--- src/rtl/seg7_pkg.sv ---
// seg7_pkg: shared constants and glyph table for the 7-segment digit driver
package seg7_pkg;
   localparam int NUM_DIGITS = 4;
   localparam logic [6:0] SEG_OFF = 7'h7F;
   // Active-high glyphs, bit order {g,f,e,d,c,b,a}, indexed by nibble value
   localparam logic [6:0] GLYPHS [16] = '{
      7'h3F, 7'h06, 7'h5B, 7'h4F, 7'h66, 7'h6D, 7'h7D, 7'h07,
      7'h7F, 7'h6F, 7'h77, 7'h7C, 7'h39, 7'h5E, 7'h79, 7'h71
   };
endpackage

--- src/rtl/seg7_digit_driver_hex.sv ---
// hex_to_seg7: combinational nibble to active-high 7-segment glyph
module hex_to_seg7
   import seg7_pkg::*;
(
   input  logic [3:0] nib,
   output logic [6:0] seg
);
   assign seg = GLYPHS[nib];
endmodule

--- src/rtl/seg7_digit_driver.sv ---
// seg7_digit_driver: tear-free 4-digit hex display driver with anti-ghosting dead time
module seg7_digit_driver
   import seg7_pkg::*;
#(
   parameter int         DEAD_CYCLES     = 2,
   parameter logic [1:0] FRAME_START_SEL = 2'd3
)
(
   input  logic                  clk,
   input  logic                  rst,
   input  logic [1:0]            dsp_sel,
   input  logic [3:0]            an_in,
   input  logic                  load_valid,
   output logic                  load_ready,
   input  logic [15:0]           load_data,
   input  logic [NUM_DIGITS-1:0] load_dp,
   input  logic                  blank_lz,
   output logic [3:0]            an_out,
   output logic [6:0]            seg_n,
   output logic                  dp_n
);
   localparam int CW = DEAD_CYCLES > 0 ? $clog2(DEAD_CYCLES + 1) : 1;
   logic [15:0] act_val, pend_val;
   logic [NUM_DIGITS-1:0] act_dp, pend_dp;
   logic pend_full;
   logic [1:0] prev_sel;
   logic [3:0] prev_an;
   logic [CW-1:0] dead_cnt, dead_nxt;
   logic [3:0] nib;
   logic [6:0] glyph;
   logic boundary, accept, lz_blank, dead;
   assign load_ready = !pend_full;
   assign accept = load_valid && load_ready;
   assign boundary = dsp_sel != prev_sel && dsp_sel == FRAME_START_SEL;
   // Blanking covers the change cycle itself plus the following cycles until the count drains
   assign dead_nxt = an_in != prev_an ? CW'(DEAD_CYCLES) : dead_cnt != '0 ? dead_cnt - CW'(1) : '0;
   assign dead = dead_nxt != '0;
   assign nib = act_val[{dsp_sel, 2'b00} +: 4];
   assign lz_blank = blank_lz && dsp_sel != 2'd0 && (act_val >> {dsp_sel, 2'b00}) == 16'h0;
   hex_to_seg7 u_hex (.nib(nib), .seg(glyph));
   always_ff @(posedge clk or posedge rst) begin
      if (rst) begin
         act_val   <= '0;
         act_dp    <= '0;
         pend_val  <= '0;
         pend_dp   <= '0;
         pend_full <= 1'b0;
         prev_sel  <= FRAME_START_SEL;
         prev_an   <= 4'hF;
         dead_cnt  <= '0;
         an_out    <= 4'hF;
         seg_n     <= SEG_OFF;
         dp_n      <= 1'b1;
      end else begin
         prev_sel <= dsp_sel;
         prev_an  <= an_in;
         dead_cnt <= dead_nxt;
         if (boundary && pend_full) begin
            act_val <= pend_val;
            act_dp  <= pend_dp;
         end
         if (accept) begin
            pend_val <= load_data;
            pend_dp  <= load_dp;
         end
         pend_full <= accept || (pend_full && !boundary);
         an_out    <= dead ? 4'hF : an_in;
         seg_n     <= dead || lz_blank ? SEG_OFF : ~glyph;
         dp_n      <= dead || !act_dp[dsp_sel];
      end
   end
endmodule

--- config.mk ---
export PLATFORM = sky130hd
export DESIGN_NAME = seg7_digit_driver
export DESIGN_NICKNAME = d
export VERILOG_FILES = /design/src/rtl/seg7_pkg.sv /design/src/rtl/seg7_digit_driver_hex.sv /design/src/rtl/seg7_digit_driver.sv
export SDC_FILE = /design/constraint.sdc
export NUM_CORES = 1
export LEC_CHECK = 0
export ABC_CLOCK_PERIOD_IN_PS = 5250
export BUFFER_PORTS_ARGS = -buffer_cell sky130_fd_sc_hd__buf_2
export CELL_PAD_IN_SITES_DETAIL_PLACEMENT = 1
export CELL_PAD_IN_SITES_GLOBAL_PLACEMENT = 2
export CORE_MARGIN = 2
export CORE_UTILIZATION = 41
export DETAILED_ROUTE_END_ITERATION = 12
export PLACE_DENSITY = 0.94
export REMOVE_ABC_BUFFERS = 1
export SLEW_MARGIN = 20
export SYNTH_ARGS = -nofsm -noshare
export SYNTH_HDL_FRONTEND = slang
export SYNTH_SLANG_ARGS = --single-unit
--- constraint.sdc ---
create_clock -name clk -period 5.25 [get_ports clk]
set_input_delay 0.2625 -clock clk [delete_from_list [all_inputs] [get_ports clk]]
set_output_delay 0.2625 -clock clk [all_outputs]
set_load 0.02 [all_outputs]
==> results.ini <==
[power]
total_power_mw=1.57
power_frac_comb_pct=23.8
power_frac_seq_pct=44.3
switching_share_pct=29.0
netSwitchingPower_uw=455
p_leak_nw=1.33
cellPowerDensity_mw_per_mm2=493
clockPowerShare_pct=31.9
ir_drop_mv=0.247
power.internal_mw=1.11

[final_layout]
fillCellCount=675
mostFrequentLayoutCells=43 x dfrtp_1, 42 x buf_2, 39 x mux2_2, 18 x dfstp_2, 11 x nor2_1
num_antenna_cells=0
drive_gt1_share_pct=50.8
fin_nets=273
layout_commonest_cell=dfrtp_1
areaGrowthSynthToFinish_pct=20.2
instances_no_fill=319

[grt]
grt_pass1_wl_mm=9.08
grt_usage_pct=16.6
gr-total-overflow=0
antenna_found_initial=0
grt_pass1_vias=1793
grt_max_degree=62

[drt]
dr.pass1.iters=4
detail-route-antenna-nets=0
num_vias=1641
routed_wirelength_mm=5.30
routed_via_density=5.14
drtIter0Drc=52
wire_per_inst_um=16.6
drc=0

[cts]
cts-root-buf=clkbuf_8
cts_hold_buffers=0
cts_inserted_buffers=9
clockBufferDepth=2
post_cts_buffers=0
cts_tree=yes
cts.sinks=61
cts.htree.levels=3
path_clk_slew_ns=0.06
clk_latency_ns=0.33
cts_resized=0

[critical_path]
path_class=register to register
crit_arrival_ns=2.42
crit_chain=mux4_2, inv_1, ha_1, nand3_1, o41a_4, o211ai_1
slowest_delay_ns=0.55
critical_path_required_ns=5.49
worstSetupStartpointType=register
endpoint_kind=register
worst_path_max_delay_cell=mux4_2
path_delay_family=compound AO/OA/AOI/OAI gates
path_buf_inv=1
critical_path.max_fanout=7

[floorplanning]
rows=29
die_h_um=84.3
ios=43
die-area_mm2=0.00711
start_util_pct=41.9
die_w_um=84.3
core_area_mm2=0.00631

[sta]
hold_slack_ns=0.0516
max_freq_mhz=459
max_slew_margin_pct=47.2
period_share_pct=41.5
setup_violations=0
worst-slew-pin-transition_ns=0.776
hold_viol_final=0
fin_skew_ns=0.00978
maxSlewViolCount=0
rsz0062_at_grt=false
timing.final.ws_setup_ns=3.07
min_period_ns=2.18
finalSetupTns_ns=0

[synth]
synth-seq-cells=61
ys_warn_count=0
yosysUniqueCellTypes=30
syn_area_mm2=0.00265
ys_seq_area_share_pct=58.5
syn_inst=191
syn_avg_cell_area_um2=13.9

[place]
place_inst=303
io_buffers=42
hpwl_mm=3.72
gp_congestion=0.811
pre_cts_ws_ns=2.89

[status]
outcome=completed

[hold_path]
min_path_type=input pin to register

[job]
drv_cap=0

[cell families (layout without fill, tap and decap cells)]
logic type               after synthesis  count (layout)  synth area share, %
multiplexers                          50              50                 22.6
buffers and inverters                 14              65                 2.27
adder cells (fa/ha/maj)                6               6                 2.84
AND/OR/NAND/NOR                       36              36                 6.67
AO/OA/AOI/OAI                         20              20                 5.72
XOR/XNOR                               4               4                 1.32
flip-flops                            61              61                 58.5
[state kept, by name, indices dropped and copies added (netlist names)]
| register | cells |
|---|---|
| pend_full | 1 |
| dp_n | 1 |
| dead_cnt | 2 |
| act_dp | 4 |
| prev_sel | 2 |
| pend_dp | 4 |
| prev_an | 4 |
| an_out | 4 |
| seg_n | 7 |
| act_val | 16 |
| pend_val | 16 |
[layer usage]
layer	vias to the layer above	global-route usage (%)	wire length (µm)
met2	35	27.1	2730
met3	7	4.72	179
met4	0	6.93	69
met1	816	20.8	2330
met5	-	0	0
li1	783	-	-
[cell type report]
| type | instances | area (µm²) | area share [%] |
|---|---|---|---|
| tap | 77 | 96.3 | 3.03 |
| timing repair buffer | 44 | 225 | 7.08 |
| clock buffer | 12 | 145 | 4.56 |
| inverter | 5 | 18.8 | 0.590 |
| sequential | 61 | 1550 | 48.7 |
| multi-input combinational | 116 | 1050 | 33.1 |
| clock inverter | 4 | 95.1 | 2.99 |
[path summary, 6_finish.rpt]
path | startpoint | to | slack [ns] | depth (start not counted)
min | an_in[3] | prev_an[3] | 0.05 | 1
max | act_val[13] | seg_n[5] | 3.07 | 6
max in group asynchronous | rst | pend_val[11] | 4.63 | 3
max reg2reg | act_val[13] | seg_n[5] | 3.07 | 6
min reg2reg | dead_cnt[0] | dead_cnt[0] | 0.47 | 1
min in group asynchronous | rst | dead_cnt[0] | 0.14 | 3
[worst register-to-register path, stage by stage (launching register included)]
cell and delay [ns]:
dfrtp_1 0.42, mux4_2 0.55, inv_1 0.18, ha_1 0.20, nand3_1 0.10, o41a_4 0.52, o211ai_1 0.12
[power by group through the flow]
stage               Clock (mW)  Combinational (mW)  Sequential (mW)
floorplan                    0               0.290            0.656
detailed placement           0               0.368            0.700
finish                   0.500               0.373            0.694
global placement             0               0.350            0.689
CTS                      0.516               0.377            0.695
global route             0.538               0.416            0.711
[cell usage after synthesis, drive strengths merged]
cell / n / share of area [%]
a211o: 1 / 0.33
a21o: 1 / 0.28
a21oi: 5 / 0.95
a221oi: 1 / 0.33
a31oi: 1 / 0.24
buf: 7 / 1.3
clkbuf: 2 / 0.28
dfrtp: 43 / 41
dfstp: 18 / 18
ha: 6 / 2.8
inv: 5 / 0.71
mux2: 39 / 17
mux2i: 7 / 2.6
mux4: 4 / 3.4
nand2: 7 / 0.99
nand3: 5 / 0.95
nand4: 1 / 0.24
nor2: 11 / 1.6
nor2b: 2 / 0.47
nor3b: 1 / 0.28
nor4: 4 / 0.95
o211ai: 6 / 1.7
o21ai: 2 / 0.38
o221ai: 1 / 0.33
o311a: 1 / 0.38
o41a: 1 / 0.80
or3: 4 / 0.95
or4: 1 / 0.28
xnor2: 4 / 1.3
[per-stage QoR]
step / util (%) / cell area, µm²
floorplan: - / 2610
global placement: 46.4 / 2930
detailed placement: 46.4 / 2930
CTS: 50.2 / 3170
global route: 50.4 / 3180
finish: 50.4 / 3180
No activity file was read; power rests on OpenSTA's default activity.
